## src/rtl/tile_frame_renderer_pkg.sv

```systemverilog
// Shared geometry, widths and types for the tile frame renderer.
// The back buffer is XMAX x YMAX pixels, addressed as x*YMAX + y.
package tile_frame_renderer_pkg;

  localparam int unsigned XMAX       = 240;
  localparam int unsigned YMAX       = 264;
  localparam int unsigned TILE_W     = 8;
  localparam int unsigned TILE_SHIFT = $clog2(TILE_W);
  localparam int unsigned TILES_X    = XMAX / TILE_W;
  localparam int unsigned TILES_Y    = YMAX / TILE_W;
  localparam int unsigned FB_PIXELS  = XMAX * YMAX;

  localparam int unsigned X_W        = 8;
  localparam int unsigned Y_W        = 9;
  localparam int unsigned LIN_W      = 16;
  localparam int unsigned MAP_W      = 10;
  localparam int unsigned TILE_IDX_W = 8;
  localparam int unsigned ROM_W      = TILE_IDX_W + 2 * TILE_SHIFT;
  localparam int unsigned PIX_W      = 8;

  localparam logic [LIN_W-1:0] ADDR_IDLE = 16'hFFFF;

  typedef enum logic [1:0] {
    IDLE  = 2'd0,
    RUN   = 2'd1,
    DRAIN = 2'd2
  } rend_state_t;

  // Pixel tag carried alongside the tile-map read into the ROM stage.
  typedef struct packed {
    logic [TILE_SHIFT-1:0] x_lo;
    logic [TILE_SHIFT-1:0] y_lo;
    logic [LIN_W-1:0]      lin;
  } pix_tag_t;

endpackage

```

## src/rtl/tile_frame_renderer_if.sv

```systemverilog
// Memory and frame-buffer signals between the renderer and its surroundings.
// master = renderer side, slave = frame buffer / map / pattern ROM side.
interface tile_frame_renderer_if;
  import tile_frame_renderer_pkg::*;

  logic                  write_enable;
  logic [MAP_W-1:0]      map_addr;
  logic [TILE_IDX_W-1:0] map_data;
  logic [ROM_W-1:0]      rom_addr;
  logic [PIX_W-1:0]      rom_data;
  logic [LIN_W-1:0]      addr_write;
  logic [PIX_W-1:0]      data_write;
  logic                  busy;
  logic                  frame_done;
  logic                  overrun;

  modport master (
    input  write_enable, map_data, rom_data,
    output map_addr, rom_addr, addr_write, data_write, busy, frame_done, overrun
  );

  modport slave (
    output write_enable, map_data, rom_data,
    input  map_addr, rom_addr, addr_write, data_write, busy, frame_done, overrun
  );

endinterface

```

## src/rtl/tile_frame_renderer_counter.sv

```systemverilog
// Raster sweep counters: y inner loop, x outer loop, linear address and
// tile-row base for the map address, all updated without multipliers.
module pixel_sweep_counter
  import tile_frame_renderer_pkg::*;
(
  input  logic                  clk,
  input  logic                  rst_n,
  input  logic                  clear,
  input  logic                  advance,
  output logic [TILE_SHIFT-1:0] x_lo,
  output logic [Y_W-1:0]        y,
  output logic [LIN_W-1:0]      lin,
  output logic [MAP_W-1:0]      map_base,
  output logic                  last
);

  logic [X_W-1:0] x;

  // map_base tracks (x / TILE_W) * TILES_Y, stepping once per tile row.
  always_ff @(posedge clk or negedge rst_n) begin
    if (!rst_n) begin
      x        <= '0;
      y        <= '0;
      lin      <= '0;
      map_base <= '0;
    end else if (clear) begin
      x        <= '0;
      y        <= '0;
      lin      <= '0;
      map_base <= '0;
    end else if (advance) begin
      lin <= lin + LIN_W'(1);
      if (y == Y_W'(YMAX - 1)) begin
        y <= '0;
        x <= x + X_W'(1);
        if (x[TILE_SHIFT-1:0] == '1) begin
          map_base <= map_base + MAP_W'(TILES_Y);
        end
      end else begin
        y <= y + Y_W'(1);
      end
    end
  end

  assign x_lo = x[TILE_SHIFT-1:0];
  assign last = (lin == LIN_W'(FB_PIXELS - 1));

endmodule

```

## src/rtl/tile_frame_renderer.sv

```systemverilog
// Sweeps the back buffer once per buffer swap: tile map read, pattern ROM
// read, then one frame-buffer write per clock.
module tile_frame_renderer
  import tile_frame_renderer_pkg::*;
(
  input  logic                 clk,
  input  logic                 rst_n,
  tile_frame_renderer_if.master bus
);

  rend_state_t state_q, state_d;

  logic we_q;
  logic swap;
  logic clear;
  logic flush;
  logic advance;
  logic last;
  logic s0_valid;

  logic busy_q, busy_d;
  logic done_q, done_d;
  logic ovr_q,  ovr_d;

  logic [TILE_SHIFT-1:0] x_lo;
  logic [Y_W-1:0]        y;
  logic [LIN_W-1:0]      lin;
  logic [MAP_W-1:0]      map_base;

  pix_tag_t         s1_q;
  logic             s1_valid;
  logic             s2_valid;
  logic [LIN_W-1:0] s2_lin;
  logic             out_valid;
  logic [LIN_W-1:0] addr_write_q;
  logic [PIX_W-1:0] data_write_q;

  pixel_sweep_counter u_sweep (
    .clk      (clk),
    .rst_n    (rst_n),
    .clear    (clear),
    .advance  (advance),
    .x_lo     (x_lo),
    .y        (y),
    .lin      (lin),
    .map_base (map_base),
    .last     (last)
  );

  // Either edge of the buffer select starts a frame.
  always_ff @(posedge clk or negedge rst_n) begin
    if (!rst_n) begin
      we_q <= 1'b0;
    end else begin
      we_q <= bus.write_enable;
    end
  end

  assign swap     = bus.write_enable ^ we_q;
  assign s0_valid = (state_q == RUN);
  assign advance  = s0_valid && !last && !swap;

  always_ff @(posedge clk or negedge rst_n) begin
    if (!rst_n) begin
      state_q <= IDLE;
      busy_q  <= 1'b0;
      done_q  <= 1'b0;
      ovr_q   <= 1'b0;
    end else begin
      state_q <= state_d;
      busy_q  <= busy_d;
      done_q  <= done_d;
      ovr_q   <= ovr_d;
    end
  end

  // A swap mid-frame is an upstream fault: flag it, drop in-flight pixels, restart.
  always_comb begin
    state_d = state_q;
    busy_d  = busy_q;
    done_d  = 1'b0;
    ovr_d   = ovr_q;
    clear   = 1'b0;
    flush   = 1'b0;
    unique case (state_q)
      IDLE: begin
        if (swap) begin
          state_d = RUN;
          busy_d  = 1'b1;
          clear   = 1'b1;
        end
      end
      RUN: begin
        if (swap) begin
          ovr_d = 1'b1;
          clear = 1'b1;
          flush = 1'b1;
        end else if (last) begin
          state_d = DRAIN;
        end
      end
      DRAIN: begin
        if (swap) begin
          state_d = RUN;
          ovr_d   = 1'b1;
          clear   = 1'b1;
          flush   = 1'b1;
        end else if (out_valid && !s1_valid && !s2_valid) begin
          state_d = IDLE;
          busy_d  = 1'b0;
          done_d  = 1'b1;
        end
      end
      default: begin
        state_d = IDLE;
        busy_d  = 1'b0;
      end
    endcase
  end

  // Stage tags travel with the memory reads; the tag is held while idle.
  always_ff @(posedge clk or negedge rst_n) begin
    if (!rst_n) begin
      s1_q         <= '0;
      s1_valid     <= 1'b0;
      s2_valid     <= 1'b0;
      s2_lin       <= '0;
      out_valid    <= 1'b0;
      addr_write_q <= ADDR_IDLE;
      data_write_q <= '0;
    end else if (flush) begin
      s1_valid     <= 1'b0;
      s2_valid     <= 1'b0;
      out_valid    <= 1'b0;
      addr_write_q <= ADDR_IDLE;
      data_write_q <= '0;
    end else begin
      s1_valid <= s0_valid;
      if (s0_valid) begin
        s1_q.x_lo <= x_lo;
        s1_q.y_lo <= y[TILE_SHIFT-1:0];
        s1_q.lin  <= lin;
      end
      s2_valid     <= s1_valid;
      s2_lin       <= s1_q.lin;
      out_valid    <= s2_valid;
      addr_write_q <= s2_valid ? s2_lin : ADDR_IDLE;
      data_write_q <= s2_valid ? bus.rom_data : '0;
    end
  end

  assign bus.map_addr   = map_base + MAP_W'(y[Y_W-1:TILE_SHIFT]);
  assign bus.rom_addr   = {bus.map_data, s1_q.x_lo, s1_q.y_lo};
  assign bus.addr_write = addr_write_q;
  assign bus.data_write = data_write_q;
  assign bus.busy       = busy_q;
  assign bus.frame_done = done_q;
  assign bus.overrun    = ovr_q;

endmodule

```

## src/flat_wrapper.sv

```systemverilog
// flat-port wrapper written by rule: the top's interface ports become plain ports
module tile_frame_renderer_flat import tile_frame_renderer_pkg::*;
  (clk, rst_n, bus_write_enable, bus_map_data, bus_rom_data, bus_map_addr, bus_rom_addr, bus_addr_write, bus_data_write, bus_busy, bus_frame_done, bus_overrun);
  tile_frame_renderer_if bus_i ();
  input  logic clk;
  input  logic rst_n;
  input wire logic [$bits(bus_i.write_enable)-1:0] bus_write_enable;
  input wire logic [$bits(bus_i.map_data)-1:0] bus_map_data;
  input wire logic [$bits(bus_i.rom_data)-1:0] bus_rom_data;
  output wire logic [$bits(bus_i.map_addr)-1:0] bus_map_addr;
  output wire logic [$bits(bus_i.rom_addr)-1:0] bus_rom_addr;
  output wire logic [$bits(bus_i.addr_write)-1:0] bus_addr_write;
  output wire logic [$bits(bus_i.data_write)-1:0] bus_data_write;
  output wire logic [$bits(bus_i.busy)-1:0] bus_busy;
  output wire logic [$bits(bus_i.frame_done)-1:0] bus_frame_done;
  output wire logic [$bits(bus_i.overrun)-1:0] bus_overrun;
  assign bus_i.write_enable = bus_write_enable;
  assign bus_i.map_data = bus_map_data;
  assign bus_i.rom_data = bus_rom_data;
  assign bus_map_addr = bus_i.map_addr;
  assign bus_rom_addr = bus_i.rom_addr;
  assign bus_addr_write = bus_i.addr_write;
  assign bus_data_write = bus_i.data_write;
  assign bus_busy = bus_i.busy;
  assign bus_frame_done = bus_i.frame_done;
  assign bus_overrun = bus_i.overrun;
  tile_frame_renderer u_core (.clk(clk), .rst_n(rst_n), .bus(bus_i));
endmodule
```

## config.mk

```make
export PLATFORM = sky130hd
export DESIGN_NAME = tile_frame_renderer_flat
export DESIGN_NICKNAME = d
export VERILOG_FILES = /design/src/rtl/tile_frame_renderer_pkg.sv /design/src/rtl/tile_frame_renderer_if.sv /design/src/rtl/tile_frame_renderer_counter.sv /design/src/rtl/tile_frame_renderer.sv /design/src/flat_wrapper.sv
export SDC_FILE = /design/constraint.sdc
export NUM_CORES = 1
export LEC_CHECK = 0
export BUFFER_PORTS_ARGS = -buffer_cell sky130_fd_sc_hd__buf_2
export CAP_MARGIN = 20
export CORE_ASPECT_RATIO = 1.5
export CORE_MARGIN = 2
export CORE_UTILIZATION = 30
export CTS_BUF_LIST = sky130_fd_sc_hd__clkbuf_2
export CTS_CLUSTER_DIAMETER = 150
export DETAILED_ROUTE_END_ITERATION = 6
export GPL_TIMING_DRIVEN = 1
export SYNTH_ARGS = -nofsm -noshare
export SYNTH_HDL_FRONTEND = slang
export SYNTH_SLANG_ARGS = --single-unit
```

## constraint.sdc

```tcl
create_clock -name clk -period 2.9 [get_ports clk]
set_input_delay 0.435 -clock clk [delete_from_list [all_inputs] [get_ports clk]]
set_output_delay 0.435 -clock clk [all_outputs]
set_load 0.02 [all_outputs]
```

==> flow_summary.yaml <==
finish:
  layout.filler_cells: 1681
  layout-area-overhead-vs-synth_pct: 14.6
  layout_commonest_cell: "sky130_fd_sc_hd__dfrtp_1"
  layout.nets: 541
  fraction_of_final_layout_cells_sized_beyond_drive_strength_1_pct: 37.4
  multi_input_combinational_cell_area_um2: 2200
  area.sequential_um2: 2750
  final_cell_count_no_fill: 722
  most-common-layout-cells: "89 x sky130_fd_sc_hd__dfrtp_1, 48 x sky130_fd_sc_hd__buf_2, 37 x sky130_fd_sc_hd__mux2_2"
setup_path:
  timing_worst_setup_path_type: "flip-flop to primary output"
  worst-path-max-fanout: 4
  setup.worst_path.start_class: "flip-flop"
  worstPathRequired_ns: 2.47
  worst_setup_path_end_kind: "primary output"
  r2r_start: "u_core.we_q"
  critPathArrivalTime_ns: 2.53
  timing.critical_path.cells: "ha_2, inv_2, fa_2, nor2b_2, o21ai_2, a21boi_2, buf_4, or4_4, nand3_2, buf_6"
  critical_path.max_stage_delay_ns: 0.46
  timing.critical_path.slowest_stage_cell: "sky130_fd_sc_hd__dfrtp_1"
  timing.critical_path.from: "u_core.u_sweep.y[3]"
power_and_ir_drop:
  power_frac_seq_pct: 51.7
  power.share.combinational_pct: 26.6
  power-per-cell-area_nw_per_um2: 622
  total_switching_power_mw: 1.19
  cellLeakagePower_nw: 2.77
  cell_internal_pwr_mw: 2.47
  vdd_ir_drop_max_mv: 0.251
  power.clock.fraction_pct: 21.6
  netSwitchingFraction_pct: 32.5
flow_run:
  number_of_max_cap_violations: 0
synth:
  synth-edff-count: 0
  yosys_most_used_dff: "sky130_fd_sc_hd__dfrtp_1"
  syn-num-nets: 486
  syn-mean-instance-area_um2: 11.4
  synth_seq_area_share_pct: 53.6
  synth_cell_types: 59
  yosysWarningCount: 0
  synthCells: 451
  synth_seq_cells: 109
  async_flop_share_pct: 100
  syn-cell-area_um2: 5130
drt:
  post_drt_wl_per_cell_um: 14.8
  route.vias.total: 3622
  detail_route.iter0.violations: 197
  avgViaCountPerCell: 5.02
  drc_errors: 0
  detail-route-antenna-nets: 0
  routed_wirelength_mm: 10.7
  dr.pass1.iters: 4
placement:
  detailedPlace.worstSlack_ns: 0.199
  place_congestion: 0.854
  numPlacedInstances: 696
  io_buffers: 53
  dp_hpwl_mm: 7.67
cts:
  clock_tree.htree_level_count: 3
  root_buffer_selected_by_cts: "sky130_fd_sc_hd__clkbuf_2"
  tritoncts_num_sinks: 109
  worst_setup_hold_path_clk_slew_ns: 0.28
  cts_tree: "built"
  cts_made_buffers: 9
  cts_buffer_depth: 2
  clock_latency_ns: 0.57
outcome:
  outcome: "finished, violations left"
  failed_checks: "negative setup slack"
sta:
  timing.final.crit_period_ns: 2.96
  drv_slew: 0
  timing_hold_violations_final: 0
  fin_ws_ns: -0.0618
  skew_ns: 0.0219
  timing.fmax_ghz: 0.338
  fin_crit_sh_pct: 102
  relSlewSlack_pct: 47.5
  finalSetupViolations: 1
  rsz0062_at_grt: "true"
  worstMarginPinSlew_ns: 0.786
global_route:
  grt_overflow_total: 0
  grt_start_max_net_pins: 74
  initial_antenna_violation_count: 1
  vias_in_the_first_global_route: 3593
  grt_use_total_pct: 12.0
  grt_first_pass_wirelength_mm: 17.8
floorplanning:
  placeableCoreArea_um2: 16800
  top_level_ports: 70
  die_area_um2: 18200
  die_y_um: 164
  die_w_um: 111
  rows: 58
  initial_utilization_pct: 30.6
worst_hold_path:
  holdCritPathClass: "primary input to flip-flop"
  hold_path_startpoint: "bus_rom_data[6]"
[stage by stage]
stage / cell area [um^2] / hold slack [ns] / utilization, % / total power [mW] / setup TNS, ns
2_1_floorplan: 5130 / 0.139 / - / 2.61 / 0
3_3_place_gp: 5590 / 0.428 / 33.3 / 2.90 / 0
3_5_place_dp: 5590 / 0.437 / 33.3 / 2.92 / 0
4_1_cts: 5810 / 0.0209 / 34.7 / 3.71 / -0.340
5_1_grt: 5880 / 0.00746 / 35.1 / 3.87 / -0.454
6_report: 5880 / 0.0735 / 35.1 / 3.66 / -0.0618
[power by group through the flow]
| stage | clock [mW] | combinational (mW) | sequential (mW) |
|---|---|---|---|
| 2_1_floorplan | 0 | 0.509 | 2.10 |
| 3_3_place_gp | 0 | 0.976 | 1.92 |
| 3_5_place_dp | 0 | 0.991 | 1.93 |
| 4_1_cts | 0.821 | 0.994 | 1.90 |
| 5_1_grt | 0.876 | 1.07 | 1.92 |
| 6_report | 0.791 | 0.974 | 1.89 |
[path summary, 6_finish.rpt]
path	endpoint	slack (ns)	cells past startpoint
worst max-delay path	bus_map_addr[6]	-0.06	10
worst min-delay path	u_core.bus.data_write[6]	0.07	2
worst max register to register	u_core.u_sweep.map_base[7]	0.59	5
worst min register to register	u_core.bus.addr_write[15]	0.49	1
max in group asynchronous	u_core.bus.addr_write[11]	1.77	3
min in group asynchronous	u_core.bus.data_write[0]	0.32	2
[layer usage]
layer	vias up	wire length, um	part of all wire, %	GRT usage [%]
li1	1707	-	-	-
met1	1818	4350	41	13.6
met2	82	5710	53	21.8
met3	15	469	4.4	2.62
met4	0	189	1.8	5.11
met5	-	0	0	0
[flip-flops by register name (all words and copies together), names as in the netlist, 2 cells and up]
| signal | count |
|---|---|
| u_core.state_q | 2 |
| u_core.s2_lin | 16 |
| u_core.u_sweep.y | 9 |
| u_core.u_sweep.lin | 16 |
| u_core.bus.rom_addr | 6 |
| u_core.s1_q | 16 |
| u_core.bus.addr_write | 16 |
| u_core.u_sweep.x | 3 |
| u_core.u_sweep.map_base | 10 |
| u_core.bus.data_write | 8 |
[layout make-up]
cell class / count / area share [%]
multi-input cells: 299 / 37.5
repair buffers: 73 / 7.92
inverters: 14 / 0.894
diodes: 1 / 0.0426
flip-flops and latches: 109 / 46.8
clock inverters: 5 / 1.41
clock buffers: 11 / 0.937
well taps: 210 / 4.47
[synth_stat cells, types with 3 or more instances]
master                     count  share of area (%)
sky130_fd_sc_hd__a211oi_1      4               0.59
sky130_fd_sc_hd__a21oi_1      14                1.4
sky130_fd_sc_hd__a31oi_1       5               0.61
sky130_fd_sc_hd__and3_1       12                1.5
sky130_fd_sc_hd__buf_4        16                2.3
sky130_fd_sc_hd__clkbuf_1      9               0.66
sky130_fd_sc_hd__dfrtp_1      93                 45
sky130_fd_sc_hd__dfstp_2      16                8.2
sky130_fd_sc_hd__ha_1         15                3.7
sky130_fd_sc_hd__inv_1        14                1.0
sky130_fd_sc_hd__mux2_2       37                8.1
sky130_fd_sc_hd__mux2i_1       5               0.98
sky130_fd_sc_hd__nand2_1      35                2.6
sky130_fd_sc_hd__nand3_1      22                2.1
sky130_fd_sc_hd__nand4_1       5               0.61
sky130_fd_sc_hd__nor2_1       24                1.8
sky130_fd_sc_hd__nor3_1        9               0.88
sky130_fd_sc_hd__nor3b_1       3               0.44
sky130_fd_sc_hd__nor4_1        5               0.61
sky130_fd_sc_hd__o211ai_1     11                1.6
sky130_fd_sc_hd__o21ai_0      12                1.2
sky130_fd_sc_hd__o31ai_1       4               0.59
sky130_fd_sc_hd__or2_2        18                2.2
sky130_fd_sc_hd__or4_1         5               0.73
sky130_fd_sc_hd__xnor2_1      12                2.0
sky130_fd_sc_hd__xor2_1        4               0.68
[worst max-delay path, delay by kind of cell, from the launching register on]
family	cells	cell delay (ns)
buffers and inverters	3	0.30
adder cells (fa/ha/maj)	2	0.40
AO/OA/AOI/OAI	2	0.25
AND/OR/NAND/NOR	3	0.55
flip-flops	1	0.46
[cell families (layout without fill, tap and decap cells)]
group	after synthesis	after routing	synth area share (%)
adders and majority gates	16	16	4.05
other	0	1	0
and+or+nand+nor	159	159	16.8
buffers and inverters	43	103	4.51
AOI/OAI and AO/OA	65	65	8.86
DFF	109	109	53.6
xor gates and xnor gates	17	17	3.05
muxes	42	42	9.10
[what timing repair did]
action / CTS / global route
hold buffers: 2 / 0
buffers inserted: 5 / 2
pin swaps: 5 / 6
setup endpoints to repair: 5 / 5
gates resized for setup: 13 / 13
hold endpoints to repair: 33 / 0
Power figures use the tool's default switching activity.
